--- config.mk ---
export PLATFORM = sky130hd
export DESIGN_NAME = alu_sched
export DESIGN_NICKNAME = d
export VERILOG_FILES = /design/src/rtl/alu_sched.sv
export SDC_FILE = /design/constraint.sdc
export NUM_CORES = 1
export LEC_CHECK = 0
export ABC_AREA = 0
export CAP_MARGIN = 20
export CORE_AREA = 4 4 208 210
export CTS_BUF_LIST = sky130_fd_sc_hd__clkbuf_4 sky130_fd_sc_hd__clkbuf_8 sky130_fd_sc_hd__clkbuf_16
export CTS_CLUSTER_DIAMETER = 120
export CTS_CLUSTER_SIZE = 8
export DETAILED_ROUTE_END_ITERATION = 6
export DIE_AREA = 0 0 212 214
export PLACE_DENSITY = 0.53
export SLEW_MARGIN = 20
export SYNTH_ARGS = -nofsm -noshare
export SYNTH_HDL_FRONTEND = slang
export SYNTH_SLANG_ARGS = --single-unit
--- constraint.sdc ---
create_clock -name clk -period 1.92 [get_ports clk]
set_input_delay 0.384 -clock clk [delete_from_list [all_inputs] [get_ports clk]]
set_output_delay 0.384 -clock clk [all_outputs]
set_load 0.01 [all_outputs]
--- src/rtl/alu_sched.sv ---
// Round-robin scheduler that lets two requesters share one ALU instance.
// One operation is in flight at a time: the granted bundle is registered onto
// the ALU inputs, the result is sampled LATENCY cycles later and is then held
// on the response channel until the consumer accepts it.
//
// state | meaning
// ------+--------------------------------------------------------------
// IDLE  | waiting for a request; the only state in which a grant is made
// EXEC  | ALU inputs driven from registers; cnt counts down to the sample
// RESP  | result held on rsp_* until rsp_valid && rsp_ready
module alu_sched #(
    parameter int WIDTH   = 32,
    parameter int LATENCY = 1
) (
    input  logic                   clk,
    input  logic                   rst,
    input  logic [1:0]             req_valid,
    output logic [1:0]             req_ready,
    input  logic [6+4*WIDTH-1:0]   req_bus0,
    input  logic [6+4*WIDTH-1:0]   req_bus1,
    output logic                   rsp_valid,
    input  logic                   rsp_ready,
    output logic                   rsp_id,
    output logic [2*WIDTH-1:0]     rsp_y,
    output logic [2:0]             alu_op,
    output logic                   alu_form,
    output logic [1:0]             alu_vec,
    output logic [WIDTH-1:0]       alu_a,
    output logic [WIDTH-1:0]       alu_b,
    output logic [WIDTH-1:0]       alu_c,
    output logic [WIDTH-1:0]       alu_d,
    input  logic [WIDTH-1:0]       alu_y1,
    input  logic [WIDTH-1:0]       alu_y2
);

    localparam int BW = 6 + 4 * WIDTH;

    typedef enum logic [1:0] {
        S_IDLE = 2'd0,
        S_EXEC = 2'd1,
        S_RESP = 2'd2
    } state_t;

    state_t             state_q, state_d;
    logic               ptr_q, ptr_d;
    logic [3:0]         cnt_q, cnt_d;
    logic               rsp_valid_q, rsp_valid_d;
    logic               rsp_id_q, rsp_id_d;
    logic [2*WIDTH-1:0] rsp_y_q, rsp_y_d;
    logic [BW-1:0]      bun_q, bun_d;
    logic               grant;

    // Grant selection, next-state logic and the combinational accept.
    always_comb begin
        state_d     = state_q;
        ptr_d       = ptr_q;
        cnt_d       = cnt_q;
        rsp_valid_d = rsp_valid_q;
        rsp_id_d    = rsp_id_q;
        rsp_y_d     = rsp_y_q;
        bun_d       = bun_q;
        req_ready   = 2'b00;

        // A lone requester wins outright; under contention ptr decides.
        grant = ptr_q;
        if (req_valid == 2'b01) begin
            grant = 1'b0;
        end else if (req_valid == 2'b10) begin
            grant = 1'b1;
        end

        case (state_q)
            S_IDLE: begin
                if (!rst && req_valid[grant]) begin
                    req_ready[grant] = 1'b1;
                    bun_d            = grant ? req_bus1 : req_bus0;
                    rsp_id_d         = grant;
                    ptr_d            = ~grant;
                    cnt_d            = 4'(LATENCY);
                    state_d          = S_EXEC;
                end
            end
            S_EXEC: begin
                cnt_d = cnt_q - 4'd1;
                if (cnt_q == 4'd1) begin
                    rsp_y_d     = {alu_y1, alu_y2};
                    rsp_valid_d = 1'b1;
                    state_d     = S_RESP;
                end
            end
            S_RESP: begin
                if (rsp_ready) begin
                    rsp_valid_d = 1'b0;
                    state_d     = S_IDLE;
                end
            end
            default: begin
                state_d = S_IDLE;
            end
        endcase
    end

    // State and datapath registers; reset abandons any operation in flight.
    always_ff @(posedge clk) begin
        if (rst) begin
            state_q     <= S_IDLE;
            ptr_q       <= 1'b0;
            cnt_q       <= 4'd0;
            rsp_valid_q <= 1'b0;
            rsp_id_q    <= 1'b0;
            rsp_y_q     <= '0;
            bun_q       <= '0;
        end else begin
            state_q     <= state_d;
            ptr_q       <= ptr_d;
            cnt_q       <= cnt_d;
            rsp_valid_q <= rsp_valid_d;
            rsp_id_q    <= rsp_id_d;
            rsp_y_q     <= rsp_y_d;
            bun_q       <= bun_d;
        end
    end

    assign rsp_valid = rsp_valid_q;
    assign rsp_id    = rsp_id_q;
    assign rsp_y     = rsp_y_q;
    assign alu_op    = bun_q[BW-1 -: 3];
    assign alu_form  = bun_q[BW-4];
    assign alu_vec   = bun_q[BW-5 -: 2];
    assign alu_a     = bun_q[4*WIDTH-1 -: WIDTH];
    assign alu_b     = bun_q[3*WIDTH-1 -: WIDTH];
    assign alu_c     = bun_q[2*WIDTH-1 -: WIDTH];
    assign alu_d     = bun_q[WIDTH-1:0];

endmodule
==> results.yml <==
placed_design:
  port_buffers: 538
  place_congestion: 0.817
  hpwl_um: 27700
  pre_cts_slack_ns: -0.957
pwr:
  powerDensity_nw_per_um2: 964
  power_mw: 14.6
  ir_worst_vdd_v: 0.000677
  p_leak_nw: 5.46
run_status:
  outcome: "complete, but fails checks"
  violations: "setup timing"
setup_path:
  r2r-end: "bun_q[29]$_SDFFE_PP0P_"
  cp-startpoint: "state_q[1]$_SDFFE_PP0P_"
  arrival_ns: 1.75
  crit_type: "register to primary output"
  worst_r2r_path_depth: 4
  cp-endpoint: "req_ready[0]"
  cp.required_ns: 1.54
  rrSetupSlack_ns: 0
  cp_max_fo: 4
  rr_startpoint: "state_q[1]$_SDFFE_PP0P_"
  cp-start-kind: "register"
  crit_path_end_kind: "primary output"
timing:
  min_period_over_period_pct: 111
  finalMaxSlewViolations: 0
  slew_headroom_pct: 36.2
  rsz0062_at_grt: "true"
  hold_viol_final: 0
  timing.final.ws_setup_ns: -0.211
  period_needed_ns: 2.13
  timing.hold.ws_ns: 0.311
  fmax_mhz: 469
  finalSetupViolations: 2
  tightest_slew_ns: 0.957
  fin_skew_ns: 0.0201
global_route:
  grt_use_total_pct: 15.6
  grt_overflow: 0
  grt_pass1_wl_um: 56700
  antenna_found_initial: 0
  grt_pass1_vias: 9726
  grt_max_degree: 111
routing:
  ant_nets: 0
  wl_per_cell_um: 17.9
  highest_layer: "met4"
  drc: 0
  drtIter0Drc: 472
  wl_met2_um: 18200
  first_pass_iters: 4
  wl_met1_um: 15100
  wl_met3_um: 3630
  viasPerCell: 4.47
  vias: 9513
  wirelength_um: 38100
logic_synthesis:
  syn_avg_cell_area_um2: 7.82
  synth-adder-area-share_pct: 0.298
  syn_area_um2: 8400
  synth.net_count: 1413
  yosysSeqAreaShare_pct: 49.3
  synth_cell_type_count: 28
  synth.area.mux_share_pct: 0
  synth-simple-area-share_pct: 19.4
  synth-compound-area-share_pct: 24.8
  yosys_warnings: 0
  synthCells: 1074
  synth_top_family_by_area: "compound AO/OA/AOI/OAI gates"
  ys_seq_elements: 207
  synth-xor-area-share_pct: 0
cells_and_area:
  area_growth_pct: 80.9
  final_common_cell: "clkdlybuf4s50_1"
  antenna_cells: 0
  final_cell_mix: "524 x clkdlybuf4s50_1, 263 x nand2_1, 204 x a21oi_1, 202 x dfxtp_1, 139 x nor2_1"
  layout-drive-gt1-share_pct: 5.73
  layout.nets: 1927
floorplanning:
  io-pin-count: 539
  die_area_um2: 45400
  die_width_um: 212
  chipHeight_um: 214
  rows: 75
  core_area_um2: 41600
  start_util_pct: 20.2
clocking:
  cts_tree: "built"
  cts_buffers: 29
  ctsHoldBuffers: 0
  insertion_delay_ns: 0.54
  cts.clk_slew.worst_paths_ns: 0.06
  clk_path_buf_depth: 3
  cts_sinks: 207
  htreeDepth: 1
  cts_root_buffer: "clkbuf_16"
flow_run:
  cap_violations: 0
worst_hold_path:
  hp-class: "input pin to register"
  hold_depth: 3
[Yosys cell counts]
library cell,instances,share of area (%)
a211oi_1,135,12
a21o_1,1,0.089
a21oi_1,204,12
a21oi_4,1,0.19
a31oi_1,1,0.075
and2_1,1,0.075
buf_1,1,0.045
buf_2,29,1.7
buf_4,5,0.45
buf_6,12,1.6
clkbuf_1,49,2.2
clkbuf_4,1,0.089
dfxtp_1,207,49
ha_1,2,0.30
inv_1,2,0.089
nand2_1,264,12
nand2b_1,2,0.15
nand3b_1,1,0.089
nor2_1,141,6.3
nor2b_1,1,0.075
nor2b_2,1,0.10
nor3_1,6,0.36
nor3b_1,1,0.089
nor4_2,1,0.15
o21ai_0,2,0.12
o31ai_1,1,0.089
or3b_2,1,0.10
or4_1,1,0.089
[power by group]
group / switching [mW] / leakage (nW) / internal, mW
registers: 0.367 / 1.70 / 4.96
logic: 2.34 / 3.39 / 2.50
clock network: 1.83 / 0.367 / 2.65
[sequential cells by signal, indices dropped and copies added (netlist names)]
| signal | count |
|---|---|
| bun_q | 134 |
| rsp_y | 64 |
| cnt_q | 4 |
| state_q | 2 |
| ptr_q | 1 |
| rsp_id | 1 |
| rsp_valid | 1 |
[repair_timing]
item | CTS | global route
buffers inserted | 1 | 2
setup endpoints to repair | 10 | 82
resized for setup | 25 | 6
endpoints found under the hold margin | 0 | 0
pin swaps | 3 | 2
gates cloned | 0 | 0
[area by class of cell]
class                   count  area [um^2]
clock buffers              30          733
clock inverters             1         8.76
fillers                  4302        26400
inverters                   2         7.51
multi-input cells         768         3770
flip-flops and latches    207         4150
well taps                 539          674
repair buffers            580         5850
[worst max-delay path, stage by stage, from the launching register on]
cell	delay, ns
dfxtp_2	0.32
or4_4	0.59
nor2_4	0.17
buf_6	0.13
[cells by family after synthesis]
| kind of cell | after synthesis |
|---|---|
| AND/OR/NAND/NOR | 421 |
| AO/OA/AOI/OAI | 345 |
| flip-flops | 207 |
| buffers and inverters | 99 |
| adder cells (fa/ha/maj) | 2 |
[layer usage]
layer | vias up | GRT usage, %
li1 | 4664 | -
met1 | 4405 | 18.0
met2 | 380 | 27.0
met3 | 64 | 5.35
met4 | 0 | 4.82
met5 | - | 0
[through the flow]
step | cell area [um^2] | util (%) | instances | TNS (ns)
2_1_floorplan | 8400 | - | 1074 | 0
3_3_place_gp | 14400 | 34.6 | 2093 | -64.24
3_5_place_dp | 14400 | 34.6 | 2093 | -64.97
4_1_cts | 15200 | 36.5 | 2125 | -0.544
5_1_grt | 15200 | 36.6 | 2127 | -1.43
6_report | 15200 | 36.6 | 2127 | -0.385
[worst min path at each step]
stage,from,slack [ns],end
finish,rst,0.31,cnt_q[1]$_SDFFE_PP0P_
global route,rst,0.29,cnt_q[1]$_SDFFE_PP0P_
CTS,rst,0.29,cnt_q[1]$_SDFFE_PP0P_
detailed placement,rsp_y[20]$_SDFFE_PP0P_,0.45,rsp_y[20]$_SDFFE_PP0P_
global placement,rsp_y[41]$_SDFFE_PP0P_,0.44,rsp_y[41]$_SDFFE_PP0P_
floorplan,rsp_valid$_SDFFE_PP0P_,0.48,rsp_valid$_SDFFE_PP0P_
No activity file was read; power rests on OpenSTA's default activity.
==> patch 1: new RTL, config.mk and constraints unchanged <==
Reset style: asynchronous (`rst`), changed in one clocked block.
--- a/src/rtl/alu_sched.sv
+++ b/src/rtl/alu_sched.sv
@@ -101,7 +101,7 @@
     end
 
     // State and datapath registers; reset abandons any operation in flight.
-    always_ff @(posedge clk) begin
+    always_ff @(posedge clk or posedge rst) begin
         if (rst) begin
             state_q     <= S_IDLE;
             ptr_q       <= 1'b0;
Behaviour: differs if rst is asserted again (counterexample within 4 cycles, from zero or initial values and one cycle with rst high); with rst held inactive, the same outputs for 4 cycles.
==> patch 1 against the unedited design <==
The run still ends with negative setup slack left; critical path type unchanged; wire length up 0.71%; largest cell class unchanged; design area up 3.8%; non-clock buffer count down 4; synthesized area up 5.6%; worst setup slack better by 0.19 ns; critical endpoint unchanged; sequential cell count unchanged; global-route usage up 0.36 points.
Power is not compared: it rests on default switching activity, and its combinational part moved more than twofold at a synthesized area within 25%.
==> patch 1: results (changes against the unedited design) <==
.. list-table::
   :header-rows: 1

   * - Metric
     - Value
   * - Compound-gate portion of the synthesized area
     - 27.1% (+2.3 points)
   * - Met1 track utilization from global routing
     - 20.0% (+1.9 points)
   * - Number of inserted filler cells in the final layout
     - 4017 (-6.6%)
   * - Detailed placer's ending HPWL
     - 27.6 mm (-0.59%)
   * - Failing checks
     - negative setup slack
   * - Largest net degree at the start of global routing
     - 100 (-9.9%)
   * - Share of synthesized registers carrying an async set or reset
     - 100% (+100 points)
   * - First DRT Iteration DRCs
     - 461 (-2.3%)
   * - Total Negative Setup Slacks
     - -0.0285 ns (+0.356 ns)
   * - Biggest cell delay along the critical path
     - 0.40 ns (-0.19 ns)
   * - Adder and majority gate portion of the synthesized area
     - 0.282% (-0.016 points)
   * - Number of nets in the layout
     - 1522 (-21%)
   * - Total setup violations reported at the end of the flow
     - 2 (unchanged)
   * - Outcome
     - finished, violations left
   * - Number of cells on the worst reg-to-reg path
     - 5 (+1)
   * - Placed cells
     - 1688 (-19%)
   * - Largest cells by area after synthesis
     - dfrtp_1 58%, a221o_1 15%, a21boi_0 11%, mux2_2 8.3%, buf_2 1.7%
   * - Area after DPL
     - 15000 sq um (+4.0%)
   * - Highest routed metal layer
     - met5
   * - Cells after Synth
     - 643 (-40%)
   * - Predominant post-synthesis flop cell
     - dfrtp_1
   * - Routed WL
     - 38.3 mm (+0.71%)
   * - Worst-case setup slack after placement
     - -0.428 ns (+0.529 ns)
   * - XOR/XNOR Fraction of Synth Area
     - 0.0988% (+0.099 points)
   * - Register area share after synthesis
     - 58.4% (+9.1 points)
   * - Global-route track usage on met3
     - 3.54% (-1.8 points)
   * - Unique masters post-synth
     - 27 (-3.6%)
   * - Hold Path Cell Cnt
     - 2 (-1)
   * - Mux share of post-synthesis cell area
     - 8.26% (+8.3 points)
   * - Routed wirelength normalized by instance count
     - 22.2 um (+24%)
   * - CTS-repair resized insts
     - 23 (-8.0%)
   * - Routing usage on met2
     - 27.3% (+0.35 points)
   * - Detailed-route wire length on metal 1
     - 15.6 mm (+3.8%)
   * - Most frequent cells after synthesis
     - 207 x dfrtp_1, 134 x a21boi_0, 134 x a221o_1, 65 x mux2_2, 31 x buf_2
   * - Slowest CP cell
     - dfrtp_1
   * - Minimum setup slack in the final design
     - -0.0163 ns (+0.194 ns)
   * - Antenna violations before repair
     - 3 (+3)
patch 1: worst paths after layout:
| kind | start | slack, ns | to |
|---|---|---|---|
| worst max-delay path | state_q[1]$_DFFE_PP0P_ | -0.02 | req_ready[0] |
| worst min-delay path | req_bus1[100] | 0.45 | bun_q[100]$_DFFE_PP0P_ |
| worst max register to register | state_q[1]$_DFFE_PP0P_ | 0.12 | bun_q[116]$_DFFE_PP0P_ |
| worst min register to register | rsp_y[33]$_DFFE_PP0P_ | 0.50 | rsp_y[33]$_DFFE_PP0P_ |
| max in group asynchronous | rst | 0.97 | rsp_y[20]$_DFFE_PP0P_ |
| min in group asynchronous | rst | 0.62 | state_q[1]$_DFFE_PP0P_ |
patch 1: power by group through the flow:
stage	registers (mW)	logic [mW]	clock network, mW
after floorplan	8.51	4.13	0
after detailed placement	7.64	11.4	0
after global placement	7.63	11.3	0
after global routing	7.91	12.0	4.88
final	7.61	11.3	4.54
after CTS	7.62	11.4	4.73
patch 1: cells by family after synthesis:
| kind of cell | after synthesis |
|---|---|
| multiplexers | 65 |
| buffers and inverters | 72 |
| XOR/XNOR | 1 |
| adder cells (fa/ha/maj) | 2 |
| flip-flops | 207 |
| AO/OA/AOI/OAI | 277 |
| AND/OR/NAND/NOR | 19 |
patch 1: cell type report:
| cell class | count | share of cell area (%) |
|---|---|---|
| diodes | 2 | 0.0317 |
| clock buffers | 30 | 4.65 |
| clock inverters | 1 | 0.0555 |
| inverters | 5 | 0.143 |
| multi-input cells | 364 | 20.9 |
| flip-flops and latches | 207 | 32.8 |
| well taps | 539 | 4.27 |
| repair buffers | 576 | 37.2 |
patch 1: worst max-delay path, delay by kind of cell (launching register included):
| kind | cells | cell delay [ns] |
|---|---|---|
| flops | 1 | 0.40 |
| simple gates | 2 | 0.50 |
| buf+inv | 1 | 0.10 |
==> patch 2: new RTL, same settings <==
Without the edit above. Set the parameter `WIDTH` to 28 (it was 32).
--- a/src/rtl/alu_sched.sv
+++ b/src/rtl/alu_sched.sv
@@ -9,7 +9,7 @@
 // EXEC  | ALU inputs driven from registers; cnt counts down to the sample
 // RESP  | result held on rsp_* until rsp_valid && rsp_ready
 module alu_sched #(
-    parameter int WIDTH   = 32,
+    parameter int WIDTH   = 28,
     parameter int LATENCY = 1
 ) (
     input  logic                   clk,
Ports: changed (9 resized); port bits go from 539 to 475. No check against the original RTL was run, so the function may have changed too.
==> patch 2 against the unedited design <==
The flow still finishes with violations (negative setup slack); sequential share of layout area shrank 0.14 points; wire length shrank 12%; total power shrank 24%; synthesized area shrank 11%; design area shrank 11%; global-route usage shrank 1.5 points; clock power shrank 15%; worst setup slack gained 0.10 ns; sequential cell count shrank 24.
==> patch 2: results (changes against the unedited design) <==
.. list-table::
   :header-rows: 1

   * - Metric
     - Value
   * - RePlAce Congestion
     - 0.800 (-2.0%)
   * - Outcome
     - finished, violations left
   * - Leakage dissipation
     - 4.75 nW (-13%)
   * - Met3 Routed Length
     - 2.62 mm (-28%)
   * - Insertion delay of the later-clocked pin in the worst-skew pair
     - 0.48 ns (-0.06 ns)
   * - Nonclk buf count
     - 508 (-12%)
   * - Total setup violations reported at the end of the flow
     - 3 (+1)
   * - Cells after Synth
     - 954 (-11%)
   * - Mux share of post-synthesis cell area
     - 0.151% (+0.15 points)
   * - Data arrival time of the worst path
     - 1.64 ns (-0.11 ns)
   * - Share of cells above drive strength 1
     - 5.54% (-0.19 points)
   * - Skew final
     - 0.00921 ns (-0.0108 ns)
   * - CTS-repair resized insts
     - 17 (-32%)
   * - Placed cells
     - 1915 (-8.5%)
   * - Minimum setup slack in the final design
     - -0.107 ns (+0.104 ns)
   * - H-tree depth
     - 4 (+3)
   * - Failing checks
     - negative setup slack
   * - Via count of the first global-routing pass
     - 8216 (-16%)
   * - Flip-flop and latch area
     - 3660 sq um (-12%)
   * - Detailed placer's ending HPWL
     - 23.9 mm (-14%)
   * - Non-Clock Buffer Area Fraction
     - 38.2% (-0.29 points)
   * - Flip-flop and latch count
     - 183 (-12%)
   * - Largest net degree at the start of global routing
     - 184 (+66%)
   * - Share of cell area taken by multi-input logic gates
     - 25.0% (+0.17 points)
   * - Biggest cell delay along the critical path
     - 0.48 ns (-0.11 ns)
   * - Clock-cell share
     - 4.52% (-0.36 points)
   * - Most frequent cells after synthesis
     - 232 x nand2_1, 183 x dfxtp_1, 179 x a21oi_1, 129 x nor2_1, 119 x a211oi_1
   * - Number of non-clock inverters in the layout
     - 3 (+1)
   * - Number of flip-flops under the largest register name
     - 118 (-12%)
   * - Antenna violations before repair
     - 1 (+1)
   * - Area of all placed cells without fillers
     - 13500 sq um (-11%)
==> patch 2: cell types whose count changed in the layout (fill, tap and decap cells not counted), sizes merged, moves of 12 or more <==
cell	delta
a211oi	-16
a21oi	-26
clkdlybuf4s50	-57
dfxtp	-24
nand2	-32
nor2	-12
==> patch 2: report_power, final <==
part	switching, mW	internal [mW]
Combinational	1.34	1.58
Sequential	0.197	4.15
Clock	1.71	2.09
==> patch 2: worst paths after layout <==
| kind | start | endpoint | slack (ns) | depth (start not counted) |
|---|---|---|---|---|
| min | rst | rsp_id$_SDFFE_PP0P_ | 0.37 | 4 |
| min reg2reg | rsp_y[46]$_SDFFE_PP0P_ | rsp_y[46]$_SDFFE_PP0P_ | 0.45 | 2 |
| max | req_valid[0] | req_ready[1] | -0.11 | 5 |
| max reg2reg | state_q[0]$_SDFFE_PP0P_ | bun_q[21]$_SDFFE_PP0P_ | 0.03 | 4 |
